### src/rtl/cond_unit_if.sv
// Instruction/result channel of the condition-check stage: upstream instruction
// handshake, gated control outputs with backpressure, and the execution counters.
interface cond_unit_if #(
  parameter int unsigned CNT_W = 16
);
  logic             in_valid;
  logic             in_ready;
  logic [3:0]       cond;
  logic [1:0]       flag_w;
  logic             pcs;
  logic             reg_w;
  logic             mem_w;
  logic             no_write;
  logic [3:0]       alu_flags;
  logic             out_valid;
  logic             out_ready;
  logic             pc_src;
  logic             reg_write;
  logic             mem_write;
  logic             cond_ex;
  logic [3:0]       flags;
  logic             cnt_clr;
  logic [CNT_W-1:0] exec_cnt;
  logic [CNT_W-1:0] skip_cnt;

  // Producer of instructions / consumer of results (datapath side)
  modport master (
    output in_valid, cond, flag_w, pcs, reg_w, mem_w, no_write, alu_flags,
    output out_ready, cnt_clr,
    input  in_ready, out_valid, pc_src, reg_write, mem_write, cond_ex, flags,
    input  exec_cnt, skip_cnt
  );

  // The condition unit itself
  modport slave (
    input  in_valid, cond, flag_w, pcs, reg_w, mem_w, no_write, alu_flags,
    input  out_ready, cnt_clr,
    output in_ready, out_valid, pc_src, reg_write, mem_write, cond_ex, flags,
    output exec_cnt, skip_cnt
  );
endinterface

### src/rtl/cond_unit.sv
// Condition-check and flag-register stage: evaluates ARM-style condition codes
// against committed {N,Z,C,V}, gates writes and registers them behind valid/ready.
module cond_unit #(
  parameter int unsigned CNT_W = 16
) (
  input  logic        clk,
  input  logic        rst_n,
  cond_unit_if.slave  bus
);

  localparam int unsigned FLAG_W = 4;
  localparam logic [CNT_W-1:0] CNT_MAX = '1;

  typedef enum logic [3:0] {
    C_EQ = 4'd0,  C_NE = 4'd1,  C_CS = 4'd2,  C_CC = 4'd3,
    C_MI = 4'd4,  C_PL = 4'd5,  C_VS = 4'd6,  C_VC = 4'd7,
    C_HI = 4'd8,  C_LS = 4'd9,  C_GE = 4'd10, C_LT = 4'd11,
    C_GT = 4'd12, C_LE = 4'd13, C_AL = 4'd14, C_NV = 4'd15
  } cond_e;

  typedef struct packed {
    logic pc_src;
    logic reg_write;
    logic mem_write;
    logic cond_ex;
  } ctl_t;

  logic [FLAG_W-1:0] flags_q, flags_d;
  ctl_t              ctl_q, ctl_d;
  logic              valid_q, valid_d;
  logic [CNT_W-1:0]  exec_q, exec_d;
  logic [CNT_W-1:0]  skip_q, skip_d;
  logic              xfer;
  logic              ex;

  // Condition evaluation on {N,Z,C,V}
  function automatic logic cond_eval(input logic [3:0] c, input logic [FLAG_W-1:0] f);
    logic n, z, cy, v;
    logic r;
    n  = f[3];
    z  = f[2];
    cy = f[1];
    v  = f[0];
    case (cond_e'(c))
      C_EQ:    r = z;
      C_NE:    r = !z;
      C_CS:    r = cy;
      C_CC:    r = !cy;
      C_MI:    r = n;
      C_PL:    r = !n;
      C_VS:    r = v;
      C_VC:    r = !v;
      C_HI:    r = cy && !z;
      C_LS:    r = !cy || z;
      C_GE:    r = (n == v);
      C_LT:    r = (n != v);
      C_GT:    r = !z && (n == v);
      C_LE:    r = z || (n != v);
      C_AL:    r = 1'b1;
      default: r = 1'b0;
    endcase
    return r;
  endfunction

  assign bus.in_ready = !valid_q || bus.out_ready;
  assign xfer         = bus.in_valid && bus.in_ready;
  assign ex           = cond_eval(bus.cond, flags_q);

  // Next-state: flag commit, output register load/drain, saturating counters
  always_comb begin
    flags_d = flags_q;
    ctl_d   = ctl_q;
    valid_d = valid_q;
    exec_d  = exec_q;
    skip_d  = skip_q;

    if (xfer) begin
      if (ex && bus.flag_w[1]) flags_d[3:2] = bus.alu_flags[3:2];
      if (ex && bus.flag_w[0]) flags_d[1:0] = bus.alu_flags[1:0];

      ctl_d.pc_src    = bus.pcs && ex;
      ctl_d.reg_write = bus.reg_w && ex && !bus.no_write;
      ctl_d.mem_write = bus.mem_w && ex;
      ctl_d.cond_ex   = ex;
      valid_d         = 1'b1;

      if (ex) begin
        if (exec_q != CNT_MAX) exec_d = exec_q + CNT_W'(1);
      end else begin
        if (skip_q != CNT_MAX) skip_d = skip_q + CNT_W'(1);
      end
    end else if (bus.out_ready) begin
      // Drained: controls read as zero while nothing is held
      valid_d = 1'b0;
      ctl_d   = '0;
    end

    if (bus.cnt_clr) begin
      exec_d = '0;
      skip_d = '0;
    end
  end

  always_ff @(posedge clk or negedge rst_n) begin
    if (!rst_n) begin
      flags_q <= '0;
      ctl_q   <= '0;
      valid_q <= 1'b0;
      exec_q  <= '0;
      skip_q  <= '0;
    end else begin
      flags_q <= flags_d;
      ctl_q   <= ctl_d;
      valid_q <= valid_d;
      exec_q  <= exec_d;
      skip_q  <= skip_d;
    end
  end

  assign bus.out_valid = valid_q;
  assign bus.pc_src    = ctl_q.pc_src;
  assign bus.reg_write = ctl_q.reg_write;
  assign bus.mem_write = ctl_q.mem_write;
  assign bus.cond_ex   = ctl_q.cond_ex;
  assign bus.flags     = flags_q;
  assign bus.exec_cnt  = exec_q;
  assign bus.skip_cnt  = skip_q;

endmodule

### src/flat_wrapper.sv
// flat-port wrapper written by rule: the top's interface ports become plain ports
module cond_unit_flat 
#(
  parameter int unsigned CNT_W = 16
)
  (clk, rst_n, bus_in_valid, bus_cond, bus_flag_w, bus_pcs, bus_reg_w, bus_mem_w, bus_no_write, bus_alu_flags, bus_out_ready, bus_cnt_clr, bus_in_ready, bus_out_valid, bus_pc_src, bus_reg_write, bus_mem_write, bus_cond_ex, bus_flags, bus_exec_cnt, bus_skip_cnt);
  cond_unit_if #(.CNT_W(CNT_W)) bus_i ();
  input  logic clk;
  input  logic rst_n;
  input wire logic [$bits(bus_i.in_valid)-1:0] bus_in_valid;
  input wire logic [$bits(bus_i.cond)-1:0] bus_cond;
  input wire logic [$bits(bus_i.flag_w)-1:0] bus_flag_w;
  input wire logic [$bits(bus_i.pcs)-1:0] bus_pcs;
  input wire logic [$bits(bus_i.reg_w)-1:0] bus_reg_w;
  input wire logic [$bits(bus_i.mem_w)-1:0] bus_mem_w;
  input wire logic [$bits(bus_i.no_write)-1:0] bus_no_write;
  input wire logic [$bits(bus_i.alu_flags)-1:0] bus_alu_flags;
  input wire logic [$bits(bus_i.out_ready)-1:0] bus_out_ready;
  input wire logic [$bits(bus_i.cnt_clr)-1:0] bus_cnt_clr;
  output wire logic [$bits(bus_i.in_ready)-1:0] bus_in_ready;
  output wire logic [$bits(bus_i.out_valid)-1:0] bus_out_valid;
  output wire logic [$bits(bus_i.pc_src)-1:0] bus_pc_src;
  output wire logic [$bits(bus_i.reg_write)-1:0] bus_reg_write;
  output wire logic [$bits(bus_i.mem_write)-1:0] bus_mem_write;
  output wire logic [$bits(bus_i.cond_ex)-1:0] bus_cond_ex;
  output wire logic [$bits(bus_i.flags)-1:0] bus_flags;
  output wire logic [$bits(bus_i.exec_cnt)-1:0] bus_exec_cnt;
  output wire logic [$bits(bus_i.skip_cnt)-1:0] bus_skip_cnt;
  assign bus_i.in_valid = bus_in_valid;
  assign bus_i.cond = bus_cond;
  assign bus_i.flag_w = bus_flag_w;
  assign bus_i.pcs = bus_pcs;
  assign bus_i.reg_w = bus_reg_w;
  assign bus_i.mem_w = bus_mem_w;
  assign bus_i.no_write = bus_no_write;
  assign bus_i.alu_flags = bus_alu_flags;
  assign bus_i.out_ready = bus_out_ready;
  assign bus_i.cnt_clr = bus_cnt_clr;
  assign bus_in_ready = bus_i.in_ready;
  assign bus_out_valid = bus_i.out_valid;
  assign bus_pc_src = bus_i.pc_src;
  assign bus_reg_write = bus_i.reg_write;
  assign bus_mem_write = bus_i.mem_write;
  assign bus_cond_ex = bus_i.cond_ex;
  assign bus_flags = bus_i.flags;
  assign bus_exec_cnt = bus_i.exec_cnt;
  assign bus_skip_cnt = bus_i.skip_cnt;
  cond_unit #(.CNT_W(CNT_W)) u_core (.clk(clk), .rst_n(rst_n), .bus(bus_i));
endmodule
### config.mk
export PLATFORM = sky130hd
export DESIGN_NAME = cond_unit_flat
export DESIGN_NICKNAME = d
export VERILOG_FILES = /design/src/rtl/cond_unit_if.sv /design/src/rtl/cond_unit.sv /design/src/flat_wrapper.sv
export SDC_FILE = /design/constraint.sdc
export NUM_CORES = 1
export LEC_CHECK = 0
export ABC_AREA = 1
export CAP_MARGIN = 40
export CORE_MARGIN = 2
export CORE_UTILIZATION = 55
export CTS_CLUSTER_SIZE = 10
export DETAILED_ROUTE_END_ITERATION = 8
export PLACE_DENSITY = 0.86
export SYNTH_ARGS = -nofsm -noshare
export SYNTH_HDL_FRONTEND = slang
export SYNTH_SLANG_ARGS = --single-unit
### constraint.sdc
create_clock -name clk -period 3 [get_ports clk]
set_clock_uncertainty 0.1 [all_clocks]
set_input_delay 0.9 -clock clk [delete_from_list [all_inputs] [get_ports clk]]
set_output_delay 0.9 -clock clk [all_outputs]
set_load 0.005 [all_outputs]
==> impl_results.md <==
* Result of the run: finished, final reports clean
* Synthesized area per cell at 6.78 um2
* Total I/O pin count at 61
* Clock transition time at the flip-flop clock pins of the worst setup and hold paths at about 0.070 ns
* Sequential share of the synthesized area at between 30% and 40%
* Tightest slew margin relative to the limit at approximately half
* Top post-synthesis cells by area: dfrtp_1 36%, nand2_1 16%, nand3_1 12%, nor2_1 8.0%, nand4_1 4.7%
* Unrepaired setup endpoints after global routing: false
* Worst Path Arrival at 2.71 ns
* Yosys top cell area share at roughly 36%
* Hold WC Path Type: flop to flop
* Routed via count at 2977
* Number of buffers inserted during clock tree synthesis at 5
* Clock network latency to the later pin of the worst-skew pair at 0.30 ns
* Detail-routed net length per standard cell at ~13 um
* Maximum capacitance violations at 0
* Total number of yosys warnings at 0
* Count of unresolved DRC violations after routing at 0
* Crit. Startpoint: bus_cond[2]
* Post-synthesis register bit count at between 40 and 50
* Area of the core region at approximately 5000 um2
* FMAX at 381 MHz
* Library cells used by synthesis at 31
* Pin count of the biggest net entering global routing at 33
* Post-Route Setup TNS at 0 ns
* Total Routed Length at around 7.3 mm
* Y dimension of the die at approximately 76 um
* Proportion of power drawn by flip-flops and latches at roughly 46%
* Residual antenna-violating net count after detailed routing at 0
* Nets in the synthesized netlist at 438
* Fraction of power spent switching nets at a little over a third
* Final net count at slightly below 500
* Aggregate global-route resource usage at between 20% and 30%
* Number of global-route vias before repair at between 2000 and 3000
* Area Overhead vs Synth at 25.7%
* Final clock period utilization by the worst path at roughly 88%
* Final Slew Violations at 0
* CTS Sinks at 41
* Share of final-layout standard cells stronger than drive strength 1 at 5.05%
* Maximum clock insertion buffer count at 2
* Clock H-tree levels at 2
* Power, Total at about 1.5 mW
* Total Die Area at between 5000 and 6000 um2
* Post-Synthesis Cells at roughly 420
* Critical Path Start Type: primary input
* Number of optimization iterations in the first detailed-route pass at 4
* Worst Path Required at between 3 and 4 ns
* Clock root buffer: clkbuf_8
* Setup Crit Path Kind: primary input to flop
* Static leakage at 1.64 nW
* DRC violation total after the first TritonRoute iteration at between 150 and 200
* Post-synthesis instance area at approximately 2800 um2
* Highest ir drop seen on vdd at about 0.00030 V
* Final setup violation count at 0
* Share of total power in combinational logic at about 30%
* X dimension of the die at approximately 76 um
* Std cell rows at 26
* Final hold violations at 0
* Final critical-path required period at ~2.6 ns
* CP Max Fanout at 16
* Post-synth top area cell: dfrtp_1
* Clock share of power at 24.7%
* Number of port buffers at 60
* Vias per cell at ~5.5
* Number of antenna violations at the first check in global routing at 0
* Launch instance of the worst min-delay path: u_core.bus.pc_src
* CTS tree: built
* Worst Setup End Kind: flop
* Internal power component at between 0.9 and 1 mW
* HPWL after DPL at 5.24 mm
* Routability congestion estimate from global placement at a little over 0.9
* Initial cell density of the core at between 50% and 60%
* Power density of the placed cells at slightly above 400 nW/um2
* Launch instance of the worst register-to-register path: u_core.bus.exec_cnt[0]
* Transition time at the pin with the least slew margin at a little over 0.7 ns
* # hold bufs at CTS at 0
* Number of antenna repair diodes at 0
* Switching power of the nets at ~0.51 mW
* First-pass GRT wire length at about 12 mm
* Global route overflow at 0
cells in the final DEF (no fill, tap or decap), types with 4 or more instances in the layout:
| cell | instances |
|---|---|
| a21oi_1 | 4 |
| buf_4 | 5 |
| clkbuf_8 | 5 |
| clkdlybuf4s50_1 | 58 |
| dfrtp_1 | 41 |
| inv_1 | 34 |
| nand2_1 | 120 |
| nand3_1 | 65 |
| nand4_1 | 21 |
| nor2_1 | 60 |
| nor3_1 | 8 |
| nor3b_1 | 7 |
| o21ai_0 | 8 |
| xnor2_1 | 7 |
| xor2_1 | 7 |
final timing paths:
kind	slack, ns	depth (start not counted)	end
worst min register to register	0.42	2	u_core.bus.pc_src
worst max register to register	0.68	8	u_core.bus.exec_cnt[8]
max in group asynchronous	1.67	2	u_core.bus.skip_cnt[0]
worst max-delay path	0.37	10	u_core.bus.exec_cnt[8]
worst min-delay path	0.42	2	u_core.bus.pc_src
min in group asynchronous	0.45	1	u_core.bus.flags[2]
flip-flops by register name, indices dropped and copies added (netlist names):
name and cells:
u_core.bus.cond_ex 1, u_core.bus.exec_cnt 16, u_core.bus.flags 4, u_core.bus.mem_write 1, u_core.bus.out_valid 1, u_core.bus.pc_src 1, u_core.bus.reg_write 1, u_core.bus.skip_cnt 16
power groups by stage:
stage / combinational, mW / sequential [mW] / clock [mW]
finish: 0.431 / 0.670 / 0.362
global route: 0.483 / 0.677 / 0.387
CTS: 0.432 / 0.667 / 0.364
detailed placement: 0.431 / 0.677 / 0
global placement: 0.414 / 0.675 / 0
floorplan: 0.244 / 0.666 / 0
Yosys cell counts:
cell,number
nand2_1,120
nand3_1,65
nor2_1,60
dfrtp_1,41
inv_1,34
nand4_1,21
clkbuf_1,8
nor3_1,8
o21ai_0,8
nor3b_1,7
xnor2_1,7
xor2_1,7
a21oi_1,4
buf_2,3
and2_1,2
buf_6,2
ha_1,2
inv_2,2
nand2_4,2
nand3_4,2
nor2_4,2
a211oi_1,1
a21boi_2,1
and2_0,1
buf_1,1
buf_4,1
clkinv_1,1
nand2_2,1
nand3_2,1
nand3b_1,1
o21bai_1,1
through the flow:
step           area [um2]  setup WS, ns  instances  utilization [%]  hold slack, ns
2_1_floorplan        2830         0.804        417                -           0.401
5_1_grt              3550         0.171        545             70.4           0.434
3_3_place_gp         3470        0.0445        537             68.8           0.394
6_report             3550         0.373        545             70.4           0.420
4_1_cts              3550        0.0290        545             70.4           0.415
3_5_place_dp         3470        0.0293        537             68.8           0.394
cell type report:
| class | count | area, um2 |
|---|---|---|
| timing repair buffer | 65 | 636 |
| tap | 70 | 87.6 |
| inverter | 37 | 139 |
| fill | 428 | 1490 |
| clock inverter | 2 | 10.0 |
| clock buffer | 6 | 72.6 |
| sequential | 41 | 1030 |
| multi-input combinational | 324 | 1580 |
kinds of logic (layout without fill, tap and decap cells):
| group | Yosys count | count (layout) | share of synthesized area, % |
|---|---|---|---|
| xor+xnor | 14 | 14 | 4.34 |
| buf+inv | 52 | 110 | 7.71 |
| compound gates | 15 | 15 | 3.06 |
| flops | 41 | 41 | 36.3 |
| simple gates | 293 | 293 | 47.7 |
| fa+ha+maj | 2 | 2 | 0.886 |
per-layer routing:
layer	part of all wire, %	vias up	GRT usage [%]
li1	-	1468	-
met1	42	1423	35.4
met2	51	77	48.7
met3	5.3	9	4.89
met4	0.89	0	8.58
met5	0	-	0
worst max-delay path: stages:
cell and delay (ns):
clkdlybuf4s50_1 0.55, nand2_1 0.11, a21oi_1 0.14, nand2_1 0.06
nand2_1 0.05, nand2_1 0.09, nor2_4 0.20, nand3_2 0.34
nand4_1 0.18, nand2_1 0.08
what timing repair did:
action | CTS | global route
setup buffers | 0 | 0
resized for setup | 0 | 1
setup endpoints to repair | 0 | 1
Note: power is estimated with default switching activity, not from simulation.
